## config.mk

```make
export PLATFORM = sky130hd
export DESIGN_NAME = controle_mult_div
export DESIGN_NICKNAME = d
export VERILOG_FILES = /design/src/rtl/controle_mult_div.sv
export SDC_FILE = /design/constraint.sdc
export NUM_CORES = 1
export LEC_CHECK = 0
export CAP_MARGIN = 20
export CORE_MARGIN = 4
export CORE_UTILIZATION = 30
export CTS_CLUSTER_SIZE = 20
export DETAILED_ROUTE_END_ITERATION = 6
export GPL_ROUTABILITY_DRIVEN = 1
export PLACE_DENSITY = 0.49
export RECOVER_POWER = 50
export SLEW_MARGIN = 40
export SYNTH_ARGS = -nofsm -noshare
export SYNTH_HDL_FRONTEND = slang
export SYNTH_SLANG_ARGS = --single-unit
```

## constraint.sdc

```tcl
create_clock -name Clock -period 6 [get_ports Clock]
set_input_delay 0.6 -clock Clock [delete_from_list [all_inputs] [get_ports Clock]]
set_output_delay 0.6 -clock Clock [all_outputs]
set_load 0.02 [all_outputs]
```

## src/rtl/controle_mult_div.sv

```systemverilog
// Iterative shift-add multiply / restoring divide sequencer with Busy/Done handshake.
// Optional MULDIV_SIGNED_EN: two's-complement operands, magnitude core with sign fix-up at FIM entry.
module controle_mult_div #(
    parameter int unsigned WIDTH = 32
) (
    input  logic             Clock,
    input  logic             Reset_n,
    input  logic             Start,
    input  logic [5:0]       ALU_Ctrl,
    input  logic [WIDTH-1:0] A,
    input  logic [WIDTH-1:0] B,
    output logic             Busy,
    output logic             Done,
    output logic [WIDTH-1:0] Hi,
    output logic [WIDTH-1:0] Lo,
    output logic             Div_Zero
);

    localparam int unsigned CW = (WIDTH > 1) ? $clog2(WIDTH) : 1;

    localparam logic [5:0] OP_MULT = 6'b000010;
    localparam logic [5:0] OP_DIV  = 6'b000011;

    localparam logic [1:0] S_IDLE = 2'd0;
    localparam logic [1:0] S_CALC = 2'd1;
    localparam logic [1:0] S_FIM  = 2'd2;

    logic [1:0]       state, state_next;
    logic [CW-1:0]    cnt;
    logic             is_div;
    logic             b_zero;
    logic [WIDTH-1:0] a_raw;
    logic [WIDTH-1:0] m_op;
    logic [WIDTH-1:0] acc_hi;
    logic [WIDTH-1:0] acc_lo;
    logic [WIDTH-1:0] op_a, op_b;
    logic [WIDTH-1:0] step_hi, step_lo;
    logic [WIDTH-1:0] res_hi, res_lo;
    logic [WIDTH:0]   sum;
    logic [WIDTH:0]   rem_sh;
    logic [WIDTH-1:0] diff;
    logic             accept;
    logic             last;

    assign accept = Start && ((ALU_Ctrl == OP_MULT) || (ALU_Ctrl == OP_DIV));
    assign last   = (state == S_CALC) && (cnt == '0);

`ifdef MULDIV_SIGNED_EN
    logic neg_q, neg_r;
    logic [2*WIDTH-1:0] prod;

    assign op_a = A[WIDTH-1] ? -A : A;
    assign op_b = B[WIDTH-1] ? -B : B;

    // Sign fix-up on the final iteration's values; zero divisor reports raw A.
    always_comb begin
        prod   = {step_hi, step_lo};
        res_hi = step_hi;
        res_lo = step_lo;
        if (!is_div) begin
            if (neg_q) begin
                prod = -prod;
            end
            res_hi = prod[2*WIDTH-1:WIDTH];
            res_lo = prod[WIDTH-1:0];
        end else if (b_zero) begin
            res_hi = a_raw;
            res_lo = '1;
        end else begin
            res_hi = neg_r ? -step_hi : step_hi;
            res_lo = neg_q ? -step_lo : step_lo;
        end
    end

    always_ff @(posedge Clock or negedge Reset_n) begin
        if (!Reset_n) begin
            neg_q <= 1'b0;
            neg_r <= 1'b0;
        end else if ((state == S_IDLE) && accept) begin
            neg_q <= A[WIDTH-1] ^ B[WIDTH-1];
            neg_r <= A[WIDTH-1];
        end
    end
`else
    assign op_a = A;
    assign op_b = B;

    always_comb begin
        res_hi = step_hi;
        res_lo = step_lo;
        if (is_div && b_zero) begin
            res_hi = a_raw;
            res_lo = '1;
        end
    end
`endif

    // One iteration: mult shifts {acc_hi,acc_lo} right, div shifts left.
    always_comb begin
        sum    = {1'b0, acc_hi} + (acc_lo[0] ? {1'b0, m_op} : '0);
        rem_sh = {acc_hi, acc_lo[WIDTH-1]};
        diff   = WIDTH'(rem_sh - {1'b0, m_op});
        if (is_div) begin
            if (rem_sh >= {1'b0, m_op}) begin
                step_hi = diff;
                step_lo = {acc_lo[WIDTH-2:0], 1'b1};
            end else begin
                step_hi = rem_sh[WIDTH-1:0];
                step_lo = {acc_lo[WIDTH-2:0], 1'b0};
            end
        end else begin
            step_hi = sum[WIDTH:1];
            step_lo = {sum[0], acc_lo[WIDTH-1:1]};
        end
    end

    always_ff @(posedge Clock or negedge Reset_n) begin
        if (!Reset_n) begin
            state <= S_IDLE;
        end else begin
            state <= state_next;
        end
    end

    always_comb begin
        state_next = state;
        case (state)
            S_IDLE:  if (accept) state_next = S_CALC;
            S_CALC:  if (cnt == '0) state_next = S_FIM;
            S_FIM:   state_next = S_IDLE;
            default: state_next = S_IDLE;
        endcase
    end

    // Operand capture and iteration datapath.
    always_ff @(posedge Clock or negedge Reset_n) begin
        if (!Reset_n) begin
            cnt    <= '0;
            is_div <= 1'b0;
            b_zero <= 1'b0;
            a_raw  <= '0;
            m_op   <= '0;
            acc_hi <= '0;
            acc_lo <= '0;
        end else if ((state == S_IDLE) && accept) begin
            cnt    <= CW'(WIDTH - 1);
            is_div <= ALU_Ctrl[0];
            b_zero <= (B == '0);
            a_raw  <= A;
            acc_hi <= '0;
            if (ALU_Ctrl[0]) begin
                acc_lo <= op_a;
                m_op   <= op_b;
            end else begin
                acc_lo <= op_b;
                m_op   <= op_a;
            end
        end else if (state == S_CALC) begin
            acc_hi <= step_hi;
            acc_lo <= step_lo;
            if (cnt != '0) begin
                cnt <= cnt - CW'(1);
            end
        end
    end

    always_ff @(posedge Clock or negedge Reset_n) begin
        if (!Reset_n) begin
            Busy     <= 1'b0;
            Done     <= 1'b0;
            Hi       <= '0;
            Lo       <= '0;
            Div_Zero <= 1'b0;
        end else begin
            Busy <= (state_next != S_IDLE);
            Done <= (state_next == S_FIM);
            if (last) begin
                Hi       <= res_hi;
                Lo       <= res_lo;
                Div_Zero <= is_div && b_zero;
            end
        end
    end

endmodule

```

==> metrics.txt, run 1 <==
Critical Path Source Type=flip-flop; clock sink count=204; Worst slew margin=-190.9%; largest net degree at the start of global routing=133; I/O Pins=140; Yosys top cell area share=37.69%; Syn Inst Count=1552; Leak=7.209 nW; post-route DRC violation count=0; Core Area=44410 um^2; Final Max Slew Viols=208; start point of the worst hold path=Hi[21]; Seq cells post-synth=204; worst-case clock buffer depth=3; failing checks=capacitance limit, slew limit; status=finished, violations left; crit path DAT=5080 ps; full die area=48610 um^2; RSZ-0062 raised after global routing=no; FF-to-FF End=Lo[27]; combinational family with the most area after synthesis=compound AO/OA/AOI/OAI gates; routed vias=12151; first-pass GRT wire length=75780 um; crit-path max FO=63; WS Path Type=reg -> reg; Hold Fails Final Rpt=0; cell accounting for the most synthesized area=dfrtp_1; post-synthesis sequential area ratio=37.69%; Synth Area in Simple Gates=16.25%; Post-synth ARST share=100.0%; TritonRoute pass-1 iters=5; H-tree Lvls=1; Max IR drop VDD=0.2250 mV; mapped cell area=13540 um^2; Hold Crit Class=reg -> reg; clk_skew=14.04 ps; Detailed Place HPWL=36080 um; Net count, final=1776; CTS tree=built; wire per inst=22.03 um; Synth area leaders=dfrtp_1 38%, mux2i_1 8.0%, ha_1 6.0%; Power per Cell Area=427.9 nW/um^2; multiplexer share of the synthesized area=10.81%; Final Critical Period=4703 ps; setup violation total in the final timing report=0; worst r2r src=cnt[0]; Final ANT Viol Nets=0; Post-Synth Adder-Cell Area=6.301%; hold_buf cts=0; Setup crit start=cnt[0]; input/output buffers=139; reg2reg path depth=9; vias in the first global route=12230; Post-synth EDFFs=0; max cap viols=3; Slew @ Worst Pin=4364 ps; Synth Area in XOR/XNOR=3.298%; crit path capture=Lo[27]; Diodes inserted=0; Post-Syn Nets=1692; yosys warns=0; die width=220.5 um; compound-cell area share of the yosys netlist=21.18%; die height=220.5 um; placer's final routability congestion estimate=0.9635; DRT iter0 DRCs=1041; post-cts resize count=0; R2R Setup Slk=1300 ps; Initial Utilization=30.49%; cts bufs inserted=25; Layout area overhead=20.52%; post-route clock period utilization=78.38%; Synth Flop Type=dfrtp_1; most common cell after layout, fill and taps aside=dfrtp_1; Max Clock Freq=0.2126 GHz; Final Instance Count excl. Fillers=2246; post-CTS setup buffer count=0; clock transition at the registers of the reported paths=60 ps; Synth cell types=64; Worst-Skew Late Latency=540 ps; drt via density=5.410; CP endpoint kind=flip-flop; total congestion overflow=0; drt total wl=49490 um; row count=77; Placed Cells=2200; Avg Cell Area, Syn=8.726 um^2; Worst EP required=6380 ps; most frequent cells in the layout=203 x dfrtp_1, 196 x nand2_1, 137 x o21ai_0, 110 x clkdlybuf4s50_1, 108 x mux2i_1; layout cells sized above 1=6.409%; setup TNS=0 ps; clk root buf=clkbuf_16; total global-route track usage=20.06%; initial antenna violation count=3
registers in the layout, indices dropped and copies added (netlist names):
signal / count
Hi: 32
cnt: 5
acc_lo: 32
is_div: 1
state: 2
b_zero: 1
acc_hi: 32
Done: 1
Lo: 32
Div_Zero: 1
a_raw: 32
m_op: 32
Busy: 1
worst max-delay path, cell delays in order, from the launching register on:
cell      delay, ps
dfrtp_1         350
inv_1            70
ha_1            220
nand3_1          90
or2_2           100
clkbuf_1       1920
inv_2           940
buf_4           580
nor2_1          170
a31oi_1          50
cell type report:
type	count	area, um^2
well taps	592	740.7
repair buffers	155	1548
inverters	57	214.0
clock buffers	39	778.2
multi-input cells	1193	7871
clock inverters	6	61.31
fillers	4565	28090
flip-flops and latches	204	5109
power by group:
part	switching (mW)	internal (mW)	leakage [nW]	total [mW]
logic	2.01	1.33	4.17	3.35
clock network	0.631	0.931	0.415	1.56
registers	0.349	1.73	2.62	2.08
logic make-up after synthesis:
| family | Yosys count |
|---|---|
| multiplexers | 142 |
| adder cells (fa/ha/maj) | 67 |
| AO/OA/AOI/OAI | 457 |
| buffers and inverters | 155 |
| AND/OR/NAND/NOR | 476 |
| XOR/XNOR | 51 |
| flip-flops | 204 |
per-stage QoR:
stage	cell area, um^2	total power, mW	hold slack [ps]	setup slack (ps)	util, %
after floorplan	13540	4.221	304.4	2636	-
after global placement	15470	5.431	463.4	1808	34.82
after detailed placement	15490	5.417	467.5	1581	34.88
after CTS	16330	7.027	61.33	1564	36.77
after global routing	16320	7.439	509.7	787.4	36.75
final	16320	6.985	478.4	1297	36.75
metal layers:
layer	vias to the layer above	GRT usage (%)	share of wire, %	routed length (um)
met5	-	0	0.026	13
met4	2	4.522	2.1	1044
met3	61	3.131	5.4	2649
met2	315	30.86	44	21900
met1	5986	29.72	48	23880
li1	5787	-	-	-
worst min-delay path by stage:
stage	to	depth (start not counted)
2_1_floorplan	Busy	0
3_3_place_gp	Hi[7]	1
3_5_place_dp	Hi[14]	1
4_1_cts	Lo[26]	1
5_1_grt	Hi[21]	1
6_report	Hi[21]	1
cells in the mapped netlist, types with 4 or more instances:
master and count:
o221ai_1 27, nor2b_1 8, a21boi_0 4, xor2_1 23
nand2_1 197, nor2_1 105, clkbuf_1 74, and4_1 6
nand2b_1 13, a31oi_1 42, o31ai_1 6, a21oi_1 98
o211ai_1 28, a21o_1 33, ha_1 65, inv_1 56
nor4_1 14, a211oi_1 20, dfrtp_1 204, buf_2 6
xnor2_1 28, nand3_1 37, o21bai_1 4, and2_1 38
mux2_2 34, o22ai_1 4, a211o_1 6, o21ai_0 137
nand4_1 16, a22o_1 5, nor3_1 13, o21a_1 9
or3_1 4, mux2i_1 108, and3_1 11, buf_1 15
a22oi_1 5, or4_1 4
(Power assumes the default switching activity.)
==> run 2, diff against run 1 <==
Settings changed: PLACE_DENSITY 0.49 to 0.5.
Clock period 6 ns to 4.2 ns, I/O delays scaled along.
==> run 2 against run 1 <==
Against the previous run:
- the run still ends with capacitance limit, slew limit left
- count of clock-buffer cells in the layout fell by 5
- non-clock buffer count rose by 17
- largest power group unchanged
- hold slack improved by 4.2 ps
- critical path depth rose by 3
- design area rose by 1.4%
- setup slack got worse by 870 ps
- final cell count rose by 0.76%
- core utilization rose by 0.51 points
- sequential power rose by 40%
- die area did not move
- maximum frequency rose by 25%
- total power rose by 47%
- critical endpoint is now Hi[26]
==> metrics.txt, run 2 (same netlist as run 1, synthesis figures left out) <==
max cap viols=2 (was 3); cts bufs inserted=25 (unchanged); crit path DAT=4130 ps (was 5080 ps); Layout area overhead=22.20% (was 20.52%); Slew @ Worst Pin=2982 ps (was 4364 ps); total global-route track usage=20.23% (was 20.06%); Net count, final=1793 (was 1776); Leak=7.324 nW (was 7.209 nW); DP Area=15640 um^2 (was 15490 um^2); Max Clock Freq=0.2648 GHz (was 0.2126 GHz); placer's final routability congestion estimate=0.9184 (was 0.9635); failing checks=capacitance limit, slew limit (unchanged); Power per Cell Area=621.9 nW/um^2 (was 427.9 nW/um^2); Clock power frac=23.6% (was 22.4%); clock transition at the registers of the reported paths=60 ps (about the same); CP endpoint kind=flip-flop (unchanged); total power=10.29 mW (was 6.985 mW); Core Area=44410 um^2 (unchanged); Detailed Place HPWL=37370 um (was 36080 um); CP peak stage delay=620 ps (was 1920 ps); clock sink count=204 (unchanged); internal power=5.952 mW (was 3.990 mW); post-CTS setup buffer count=0 (unchanged); first-pass GRT wire length=76160 um (was 75780 um); Worst slew margin=-98.81% (was -190.9%); largest net degree at the start of global routing=124 (was 133); setup TNS=0 ps (unchanged); Finished Core Util=37.26% (was 36.75%); most common cell after layout, fill and taps aside=dfrtp_1 (unchanged); routed vias=12434 (was 12151); clk_skew=20.56 ps (was 14.04 ps); setup violation total in the final timing report=0 (unchanged); CTS tree=built (unchanged); initial antenna violation count=0 (was 3); drt via density=5.494 (was 5.410); H-tree Lvls=1 (unchanged); input/output buffers=139 (unchanged); vias in the first global route=12502 (was 12230); CP max-delay cell=or4_1 (was clkbuf_1); total congestion overflow=0 (unchanged); Max IR drop VDD=0.3179 mV (was 0.2250 mV); full die area=48610 um^2 (unchanged); WHS=482.7 ps (was 478.4 ps); post-route DRC violation count=0 (unchanged); wire per inst=21.92 um (was 22.03 um); status=finished, violations left (unchanged); register share of total power=28.4% (was 29.7%); I/O Pins=140 (unchanged); Final ANT Viol Nets=0 (unchanged); Final Critical Period=3776 ps (was 4703 ps); Initial Utilization=30.49% (unchanged); layout cells sized above 1=7.421% (was 6.409%); Worst-Skew Late Latency=540 ps (about the same); Combinational Power Share=48.0% (was 47.9%); row count=77 (unchanged); die width=220.5 um (unchanged); clk root buf=clkbuf_16 (unchanged); post-route clock period utilization=89.90% (was 78.38%); drt total wl=49600 um (was 49490 um); DRT iter0 DRCs=1009 (was 1041); Hold Crit Class=reg -> reg (unchanged); Diodes inserted=0 (unchanged); die height=220.5 um (unchanged); most frequent cells in the layout=202 x dfrtp_1, 196 x nand2_1, 137 x o21ai_0, 120 x clkdlybuf4s50_1, 108 x mux2i_1 (was 203 x dfrtp_1, 196 x nand2_1, 137 x o21ai_0, 110 x clkdlybuf4s50_1, 108 x mux2i_1); Critical Path Source Type=flip-flop (unchanged); Hold Fails Final Rpt=0 (unchanged); TritonRoute pass-1 iters=5 (unchanged); Final Cell Area=16550 um^2 (was 16320 um^2); RSZ-0062 raised after global routing=no (unchanged); CP cell instances=inv_1 -> ha_1 -> nand3b_1 -> or4_1 -> o31ai_1 -> nor2_1 -> a31oi_2 -> buf_4 -> mux2i_1 -> o21ai_0 -> a22oi_1 -> o31ai_1 (was inv_1 -> ha_1 -> nand3_1 -> or2_2 -> clkbuf_1 -> inv_2 -> buf_4 -> nor2_1 -> a31oi_1); Sw Share=42.17% (was 42.87%); switching pwr=4.340 mW (was 2.994 mW); crit-path max FO=32 (was 63); Critical Path Most Common Cell=o31ai_1; Final Max Slew Viols=94 (was 208); Worst EP required=4550 ps (was 6380 ps); WS Path Type=reg -> reg (unchanged); worst-case clock buffer depth=3 (unchanged)
[run 2: final cells by class]
class / instances / area (um^2)
fillers: 4540 / 27860
well taps: 592 / 740.7
clock inverters: 11 / 202.7
multi-input cells: 1193 / 7870
clock buffers: 34 / 719.4
inverters: 57 / 215.2
flip-flops and latches: 204 / 5110
repair buffers: 172 / 1692
[run 2: worst max-delay path, delay by kind of cell, from the launching register on]
| kind | cells | cell delay (ps) |
|---|---|---|
| AOI/OAI and AO/OA | 5 | 900 |
| DFF | 1 | 470 |
| adders and majority gates | 1 | 330 |
| muxes | 1 | 410 |
| and+or+nand+nor | 3 | 940 |
| buffers and inverters | 2 | 520 |
[run 2: power groups by stage]
stage / sequential (mW) / clock (mW) / combinational [mW]
2_1_floorplan: 3.03 / 0 / 3.00
3_3_place_gp: 2.95 / 0 / 4.92
3_5_place_dp: 2.95 / 0 / 4.91
4_1_cts: 2.92 / 2.48 / 4.95
5_1_grt: 2.98 / 2.57 / 5.41
6_report: 2.92 / 2.42 / 4.94
[run 2: final timing paths]
path / start / endpoint / cells past startpoint / slack [ps]
worst max-delay path: m_op[31] / Hi[26] / 12 / 420
worst min-delay path: Hi[6] / Hi[6] / 2 / 480
worst max register to register: m_op[31] / Hi[26] / 12 / 420
worst min register to register: Hi[6] / Hi[6] / 2 / 480
max in group asynchronous: Reset_n / m_op[8] / 4 / 840
min in group asynchronous: Reset_n / Lo[22] / 2 / 1600
[run 2: stage by stage]
step	worst slack [ps]	instances
after CTS	518.5	2263
after floorplan	836.5	1552
after global routing	215.1	2263
final	424.0	2263
after detailed placement	537.9	2217
after global placement	576.9	2215
[run 2: routing by layer]
metal | up-vias | GRT usage (%) | wire [um]
met3 | 58 | 3.763 | 3066
li1 | 5838 | - | -
met4 | 0 | 5.045 | 1170
met1 | 6174 | 28.95 | 23210
met5 | - | 0 | 0
met2 | 364 | 31.63 | 22150
[run 2: what timing repair did]
| item | 4_1_cts | 5_1_grt |
|---|---|---|
| hold buffers | 1 | 0 |
| hold endpoints to repair | 59 | 0 |
| gates resized for setup | 0 | 0 |
==> RTL edit, RTL diff (settings of run 1) <==
The parameter `WIDTH` goes from 32 to 16.
--- a/src/rtl/controle_mult_div.sv
+++ b/src/rtl/controle_mult_div.sv
@@ -1,7 +1,7 @@
 // Iterative shift-add multiply / restoring divide sequencer with Busy/Done handshake.
 // Optional MULDIV_SIGNED_EN: two's-complement operands, magnitude core with sign fix-up at FIM entry.
 module controle_mult_div #(
-    parameter int unsigned WIDTH = 32
+    parameter int unsigned WIDTH = 16
 ) (
     input  logic             Clock,
     input  logic             Reset_n,
Ports: changed (resized A, B, Hi and Lo); port bits go from 140 to 76. The function was not compared with the original's and may differ.
==> RTL edit against run 1 <==
  * The flow still finishes with violations (capacitance limit, slew limit)
  * Area after synthesis decreased by 49%
  * Total power decreased by 39%
  * Sequential cell count decreased by 97
  * Worst setup slack improved by 0.46 ns
  * Non-clock buffer count decreased by 71
  * Routed wire length decreased by 56%
  * Critical endpoint is now acc_lo[15]
  * Sequential power decreased by 41%
  * Cell area decreased by 50%
  * Clock skew decreased by 0.0026 ns
==> RTL edit: results (changes against run 1) <==
metric	value	unit	change
TritonRoute pass-1 iters	7		+2
CTS H-tree lvls	3		+2
Final Net Count	871		-51%
Mean Syn Cell Area	9.262	sq um	+6.1%
CP Data Arrival Time	4.28	ns	-0.80 ns
status	complete, but fails checks		
worst clock skew	0.01146	ns	-0.002587 ns
first-pass GRT wire length	34.33	mm	-55%
met2 WL	9.940	mm	-55%
Clock Latency Late Sink	0.36	ns	-0.18 ns
Buffers on Ports	75		-46%
met3 WL post-DR	914	um	-65%
Max Slew Vio Count	164		-21%
clk slew on worst S/H paths	0.08	ns	+0.02 ns
DP Worst Slack	2.716	ns	+1.135 ns
placed cell area	7865	sq um	-49%
met2 Use GR	26.89	%	-4.0 points
max incr delay on CP	2.49	ns	+0.57 ns
final wirelength	21.88	mm	-56%
Unique masters post-synth	67		+4.7%
XOR/XNOR share of the synthesized area	3.063	%	-0.24 points
Max-Cap Viols	3		unchanged
Comb power frac	57.3	%	+9.4 points
worst rel slew slack	-137.0	%	+54 points
met3 usage	2.252	%	-0.88 points
layout cell share with drive strength beyond 1	7.625	%	+1.2 points
post-synthesis compound-gate area fraction	20.22	%	-0.97 points
failing checks	capacitance limit, slew limit		
-- RTL edit: final cells by class --
cell class | instances | area share [%]
multi-input combinational | 559 | 47.76
sequential | 107 | 32.90
timing repair buffer | 84 | 9.757
tap | 285 | 4.379
clock buffer | 10 | 2.935
inverter | 34 | 1.567
clock inverter | 6 | 0.7068
-- RTL edit: final timing paths --
kind | slack (ns) | startpoint | endpoint
max reg2reg | 2.07 | state[0] | acc_lo[15]
max | 1.76 | ALU_Ctrl[1] | acc_lo[15]
min | 0.48 | Lo[0] | Lo[0]
min in group asynchronous | 1.28 | Reset_n | acc_lo[8]
min reg2reg | 0.48 | Lo[0] | Lo[0]
max in group asynchronous | 2.70 | Reset_n | is_div
-- RTL edit: critical path, delay by kind of cell --
family,cells,cell delay (ns)
buffers and inverters,2,2.89
and+or+nand+nor,2,0.24
AOI/OAI and AO/OA,1,0.52
